==> src/rtl/nibble_pkg.sv <==
// Shared types and nibble-ordering helpers for the nibble serializer.
// Optional build macro NIBBLE_SER_MSB_FIRST_EN: emit the high nibble of each byte first.
package nibble_pkg;

  typedef logic [3:0] uint4_t;
  typedef logic [7:0] uint8_t;

  typedef enum logic [1:0] {
    IDLE = 2'd0,
    LO   = 2'd1,
    HI   = 2'd2
  } ser_state_t;

  // Nibble shown while in LO (first half of a byte on the wire)
  function automatic uint4_t first_nib(uint8_t b);
`ifdef NIBBLE_SER_MSB_FIRST_EN
    return b[7:4];
`else
    return b[3:0];
`endif
  endfunction

  // Nibble shown while in HI (second half, flagged by out_last)
  function automatic uint4_t second_nib(uint8_t b);
`ifdef NIBBLE_SER_MSB_FIRST_EN
    return b[3:0];
`else
    return b[7:4];
`endif
  endfunction

endpackage

==> src/rtl/nibble_fifo.sv <==
// Byte FIFO feeding the serializer; full/empty flags are registered.
module nibble_fifo
  import nibble_pkg::*;
#(
  parameter int unsigned DEPTH = 4
) (
  input  logic   clk,
  input  logic   rst,
  input  logic   push_i,
  input  uint8_t wr_data_i,
  input  logic   pop_i,
  output uint8_t rd_data_o,
  output logic   full_o,
  output logic   empty_o
);

  localparam int unsigned PTR_W = $clog2(DEPTH);
  localparam int unsigned OCC_W = PTR_W + 1;

  logic [PTR_W-1:0] wr_ptr_q;
  logic [PTR_W-1:0] rd_ptr_q;
  logic [OCC_W-1:0] count_q;
  logic [OCC_W-1:0] count_d;
  logic             full_q;
  logic             empty_q;
  logic             push_ok;
  logic             pop_ok;
  uint8_t           mem_q [DEPTH];

  assign push_ok   = push_i && !full_q;
  assign pop_ok    = pop_i && !empty_q;
  assign rd_data_o = mem_q[rd_ptr_q];
  assign full_o    = full_q;
  assign empty_o   = empty_q;

  // Occupancy update; simultaneous push and pop leaves it unchanged
  always_comb begin
    count_d = count_q;
    case ({push_ok, pop_ok})
      2'b10:   count_d = count_q + OCC_W'(1);
      2'b01:   count_d = count_q - OCC_W'(1);
      default: count_d = count_q;
    endcase
  end

  // Pointers wrap naturally since DEPTH is a power of two
  always_ff @(posedge clk or posedge rst) begin
    if (rst) begin
      wr_ptr_q <= '0;
      rd_ptr_q <= '0;
      count_q  <= '0;
      full_q   <= 1'b0;
      empty_q  <= 1'b1;
    end else begin
      if (push_ok) wr_ptr_q <= wr_ptr_q + PTR_W'(1);
      if (pop_ok)  rd_ptr_q <= rd_ptr_q + PTR_W'(1);
      count_q <= count_d;
      full_q  <= (count_d == OCC_W'(DEPTH));
      empty_q <= (count_d == '0);
    end
  end

  // Storage array, no reset needed since empty_q gates reads
  always_ff @(posedge clk) begin
    if (push_ok) mem_q[wr_ptr_q] <= wr_data_i;
  end

endmodule

==> src/rtl/nibble_serializer.sv <==
// Byte-to-nibble serializer: byte FIFO followed by an IDLE/LO/HI emitter FSM.
// Optional build macro NIBBLE_SER_MSB_FIRST_EN selects high-nibble-first order.
module nibble_serializer
  import nibble_pkg::*;
#(
  parameter int unsigned DEPTH = 4,
  parameter int unsigned CNT_W = 8
) (
  input  logic             clk,
  input  logic             rst,
  input  uint8_t           in_data,
  input  logic             in_valid,
  output logic             in_ready,
  output uint4_t           out_nib,
  output logic             out_valid,
  input  logic             out_ready,
  output logic             out_last,
  output logic [CNT_W-1:0] byte_cnt
);

  ser_state_t       state_q;
  uint8_t           hold_q;
  uint4_t           out_nib_q;
  logic             out_valid_q;
  logic             out_last_q;
  logic [CNT_W-1:0] byte_cnt_q;

  logic   fifo_full;
  logic   fifo_empty;
  uint8_t fifo_head;
  logic   push_c;
  logic   pop_c;

  // Accept only while the FIFO has room; never depends on out_ready
  assign in_ready = !fifo_full;
  assign push_c   = in_valid && !fifo_full;
  // A byte leaves the FIFO exactly when the FSM loads it into hold_q
  assign pop_c    = !fifo_empty && ((state_q == IDLE) || ((state_q == HI) && out_ready));

  nibble_fifo #(
    .DEPTH (DEPTH)
  ) u_fifo (
    .clk       (clk),
    .rst       (rst),
    .push_i    (push_c),
    .wr_data_i (in_data),
    .pop_i     (pop_c),
    .rd_data_o (fifo_head),
    .full_o    (fifo_full),
    .empty_o   (fifo_empty)
  );

  // Emitter FSM with registered nibble, valid, last and byte counter
  always_ff @(posedge clk or posedge rst) begin
    if (rst) begin
      state_q     <= IDLE;
      hold_q      <= '0;
      out_nib_q   <= '0;
      out_valid_q <= 1'b0;
      out_last_q  <= 1'b0;
      byte_cnt_q  <= '0;
    end else begin
      case (state_q)
        IDLE: begin
          if (!fifo_empty) begin
            hold_q      <= fifo_head;
            out_nib_q   <= first_nib(fifo_head);
            out_valid_q <= 1'b1;
            out_last_q  <= 1'b0;
            state_q     <= LO;
          end
        end
        LO: begin
          if (out_ready) begin
            out_nib_q  <= second_nib(hold_q);
            out_last_q <= 1'b1;
            state_q    <= HI;
          end
        end
        HI: begin
          if (out_ready) begin
            byte_cnt_q <= byte_cnt_q + CNT_W'(1);
            if (!fifo_empty) begin
              // Chain straight into the next byte so there is no bubble
              hold_q      <= fifo_head;
              out_nib_q   <= first_nib(fifo_head);
              out_valid_q <= 1'b1;
              out_last_q  <= 1'b0;
              state_q     <= LO;
            end else begin
              out_nib_q   <= '0;
              out_valid_q <= 1'b0;
              out_last_q  <= 1'b0;
              state_q     <= IDLE;
            end
          end
        end
        default: begin
          out_nib_q   <= '0;
          out_valid_q <= 1'b0;
          out_last_q  <= 1'b0;
          state_q     <= IDLE;
        end
      endcase
    end
  end

  assign out_nib   = out_nib_q;
  assign out_valid = out_valid_q;
  assign out_last  = out_last_q;
  assign byte_cnt  = byte_cnt_q;

endmodule

==> config.mk <==
export PLATFORM = sky130hd
export DESIGN_NAME = nibble_serializer
export DESIGN_NICKNAME = d
export VERILOG_FILES = /design/src/rtl/nibble_pkg.sv /design/src/rtl/nibble_fifo.sv /design/src/rtl/nibble_serializer.sv
export SDC_FILE = /design/constraint.sdc
export NUM_CORES = 1
export LEC_CHECK = 0
export ABC_AREA = 0
export BUFFER_PORTS_ARGS = -buffer_cell sky130_fd_sc_hd__buf_2
export CAP_MARGIN = 20
export CORE_MARGIN = 4
export CORE_UTILIZATION = 25
export CTS_BUF_LIST = sky130_fd_sc_hd__clkbuf_16
export DETAILED_ROUTE_END_ITERATION = 6
export RECOVER_POWER = 50
export SYNTH_ARGS = -nofsm -noshare
export SYNTH_HDL_FRONTEND = slang
export SYNTH_SLANG_ARGS = --single-unit
==> constraint.sdc <==
create_clock -name clk -period 4.4 [get_ports clk]
set_input_delay 0.22 -clock clk [delete_from_list [all_inputs] [get_ports clk]]
set_output_delay 0.22 -clock clk [all_outputs]
set_load 0.01 [all_outputs]
==> reports/metrics.cfg <==
[synth]
yosysWarnings = 0
seq_area_frac_synth_pct = 63.65
yosys.area.top_type = edfxtp_1
synthArstFlopShare_pct = 46.67
synth-edff-count = 32
avgSynthCellArea_um2 = 15.01
synthFlopType = edfxtp_1
ys_types = 42
synth_top_area_share_pct = 36.78
synth-seq-cells = 60
synth_area_leaders = edfxtp_1, dfrtp_1, mux4_2
synth_nets = 193
synthCells = 174
post_synth_instance_area_mm2 = 0.002613

[setup_path]
path_class = flop to flop
worstPathRequired_ns = 4.60
cp-end-kind = flop
crit_slowest_cell = dfrtp_1
arrival_ns = 2.87
cp_cell_sequence = nor2b_1 -> nor3_4 -> ha_1 -> inv_1 -> fa_1 -> xor2_1 -> o21a_1 -> or2_2
r2r_cells = 8
path_delay_family = simple AND/OR/NAND/NOR gates
critPathMaxFanout = 15
startpoint_type = flop
rrSetupSlack_ns = 1.73
r2r_start = out_last
r2r-end = u_fifo.count_q[2]
cp_slowest_stage_delay_ns = 0.50
path_buf_inv = 1

[hold_path]
min_path_type = input port to flop
min_to = u_fifo.mem_q[2][5]
holdPathStages = 1
min_from = in_data[5]

[detailed_routing]
routed_wl_um = 4792
ant_nets = 0
drcViolationCount = 0
num_vias = 1465
wl_per_cell_um = 13.89
drt-initial-drc-count = 92
vias_per_cell = 4.246
firstDrtPassIters = 4

[sta]
fin_setup_tns_ns = 0
timing.final.crit_share_pct = 60.70
clock.fmax_mhz = 374.4
hold_violations = 0
rsz0062_at_grt = false
fin_crit_ns = 2.671
maxSlewViolCount = 0
worst_slew_margin_rel_pct = 24.20
setup_viol = 0
fin_skew_ns = 0.005789
worst_pin_slew_ns = 1.137

[finish]
final_util_pct = 30.83
syn2layout_area_growth_pct = 20.74
fin_area_mm2 = 0.003154
layout_common_cells = edfxtp_1, dfrtp_1, clkbuf_1
layout.nets = 223
final_cells = 345
diodes = 0
layout-drive-gt1-share_pct = 19.62
final_common_cell = edfxtp_1

[floorplanning]
die_y_um = 110.2
fp-row-count = 37
ios = 27
start_util_pct = 25.54
die_w_um = 110.2
dieArea_mm2 = 0.01215
core-area_mm2 = 0.01023

[job]
max-cap-violations = 0

[global_route]
grt_pass1_vias = 1508
top_usage_layer = met2
antenna_found_initial = 0
track_usage_pct = 8.650
grt_use_met3_pct = 2.737
grtUsageMet2_pct = 12.74
use_met1_pct = 11.95
grt.overflow.total = 0
grt_pass1_wl_um = 7838
grt_max_degree = 29

[power_and_ir_drop]
power_mw = 2.213
powerDensity_mw_per_mm2 = 701.5
power_leakage_nw = 1.226
ir_drop_uv = 233.5

[placement]
numPortBuffers = 26
dp_hpwl_um = 3188
place_inst = 327
placedInstanceArea_mm2 = 0.002849
gp_congestion = 0.7620

[clock_network]
root_buffer = clkbuf_16
clk_pin_slew_ns = 0.05
cts-resized-gates = 0
clock_latency_ns = 0.31
cts_sinks = 60
cts_tree = built
clockBufferDepth = 2
cts_buffers = 9
h-tree-depth = 3
post_cts_buffers = 0

[run_status]
outcome = finished clean

-- final cells by class --
cell class | instances | area [um2]
fill | 1014 | 7077
sequential | 60 | 1663
multi-input combinational | 96 | 852.1
clock buffer | 9 | 225.2
tap | 136 | 170.2
timing repair buffer | 28 | 126.4
clock inverter | 7 | 83.83
inverter | 9 | 33.78
-- cell usage after synthesis, types with 2 or more instances --
library cell,n
and2_1,4
and3b_1,2
buf_2,2
buf_6,3
clkbuf_1,2
dfrtp_1,27
edfxtp_1,32
ha_1,6
inv_1,9
mux2_2,4
mux4_2,8
nand2_1,11
nand4_1,3
nand4b_1,6
nor2b_1,7
nor3_1,4
nor3b_1,2
nor4b_1,4
o21ai_0,5
xnor2_1,6
xor2_1,6
-- report_power, final --
group	switching (mW)	leakage (nW)	internal, mW	total, mW
clock	0.235	0.155	0.488	0.722
sequential	0.163	0.639	0.762	0.925
combinational	0.268	0.431	0.297	0.565
-- cell families (layout without fill, tap and decap cells) --
family / count (synthesis) / count (layout) / synth area share (%)
DFF: 60 / 60 / 63.65
xor gates and xnor gates: 12 / 12 / 4.023
adders and majority gates: 7 / 7 / 3.640
muxes: 13 / 13 / 9.004
buffers and inverters: 18 / 53 / 3.735
and+or+nand+nor: 50 / 50 / 12.40
AOI/OAI and AO/OA: 14 / 14 / 3.544
-- worst reg2reg max path: cells and delay by family, from the launching register on --
family,cells,cell delay [ns]
DFF,1,0.50
adders and majority gates,2,0.68
AOI/OAI and AO/OA,1,0.20
and+or+nand+nor,3,0.90
buffers and inverters,1,0.08
xor gates and xnor gates,1,0.19
-- routing by layer --
metal  up-vias  part of all wire (%)
li1        701                     -
met1       726                    50
met2        34                    44
met3         4                   5.1
met4         0                  0.75
met5         -                     0
-- through the flow --
stage,hold WS (ns),worst slack (ns)
finish,0.1809,1.729
global route,0.1873,1.567
CTS,0.1114,1.716
detailed placement,0.4456,1.761
global placement,0.4353,1.844
floorplan,0.2847,2.002
-- sequential cells by signal, indices dropped and copies added, names as in the netlist, 2 cells and up --
| register | count |
|---|---|
| hold_q | 4 |
| u_fifo.wr_ptr_q | 2 |
| u_fifo.count_q | 3 |
| u_fifo.mem_q | 32 |
| byte_cnt | 8 |
| out_nib | 4 |
| u_fifo.rd_ptr_q | 2 |
-- worst max path at each step --
stage                     slack [ns]  cells past startpoint  startpoint                 to
after global placement          1.84                      8    out_last  u_fifo.count_q[2]
final                           1.73                      8    out_last  u_fifo.count_q[2]
after floorplan                 2.00                      9    out_last  u_fifo.count_q[2]
after detailed placement        1.76                      8    out_last      u_fifo.full_o
after global routing            1.57                      8    out_last  u_fifo.count_q[2]
after CTS                       1.72                      8    out_last  u_fifo.count_q[2]
-- timing repair --
item,4_1_cts,5_1_grt
hold buffers,0,1
endpoints found under the setup margin,0,0
hold endpoints to repair,0,8
Note: power is estimated with default switching activity, not from simulation.
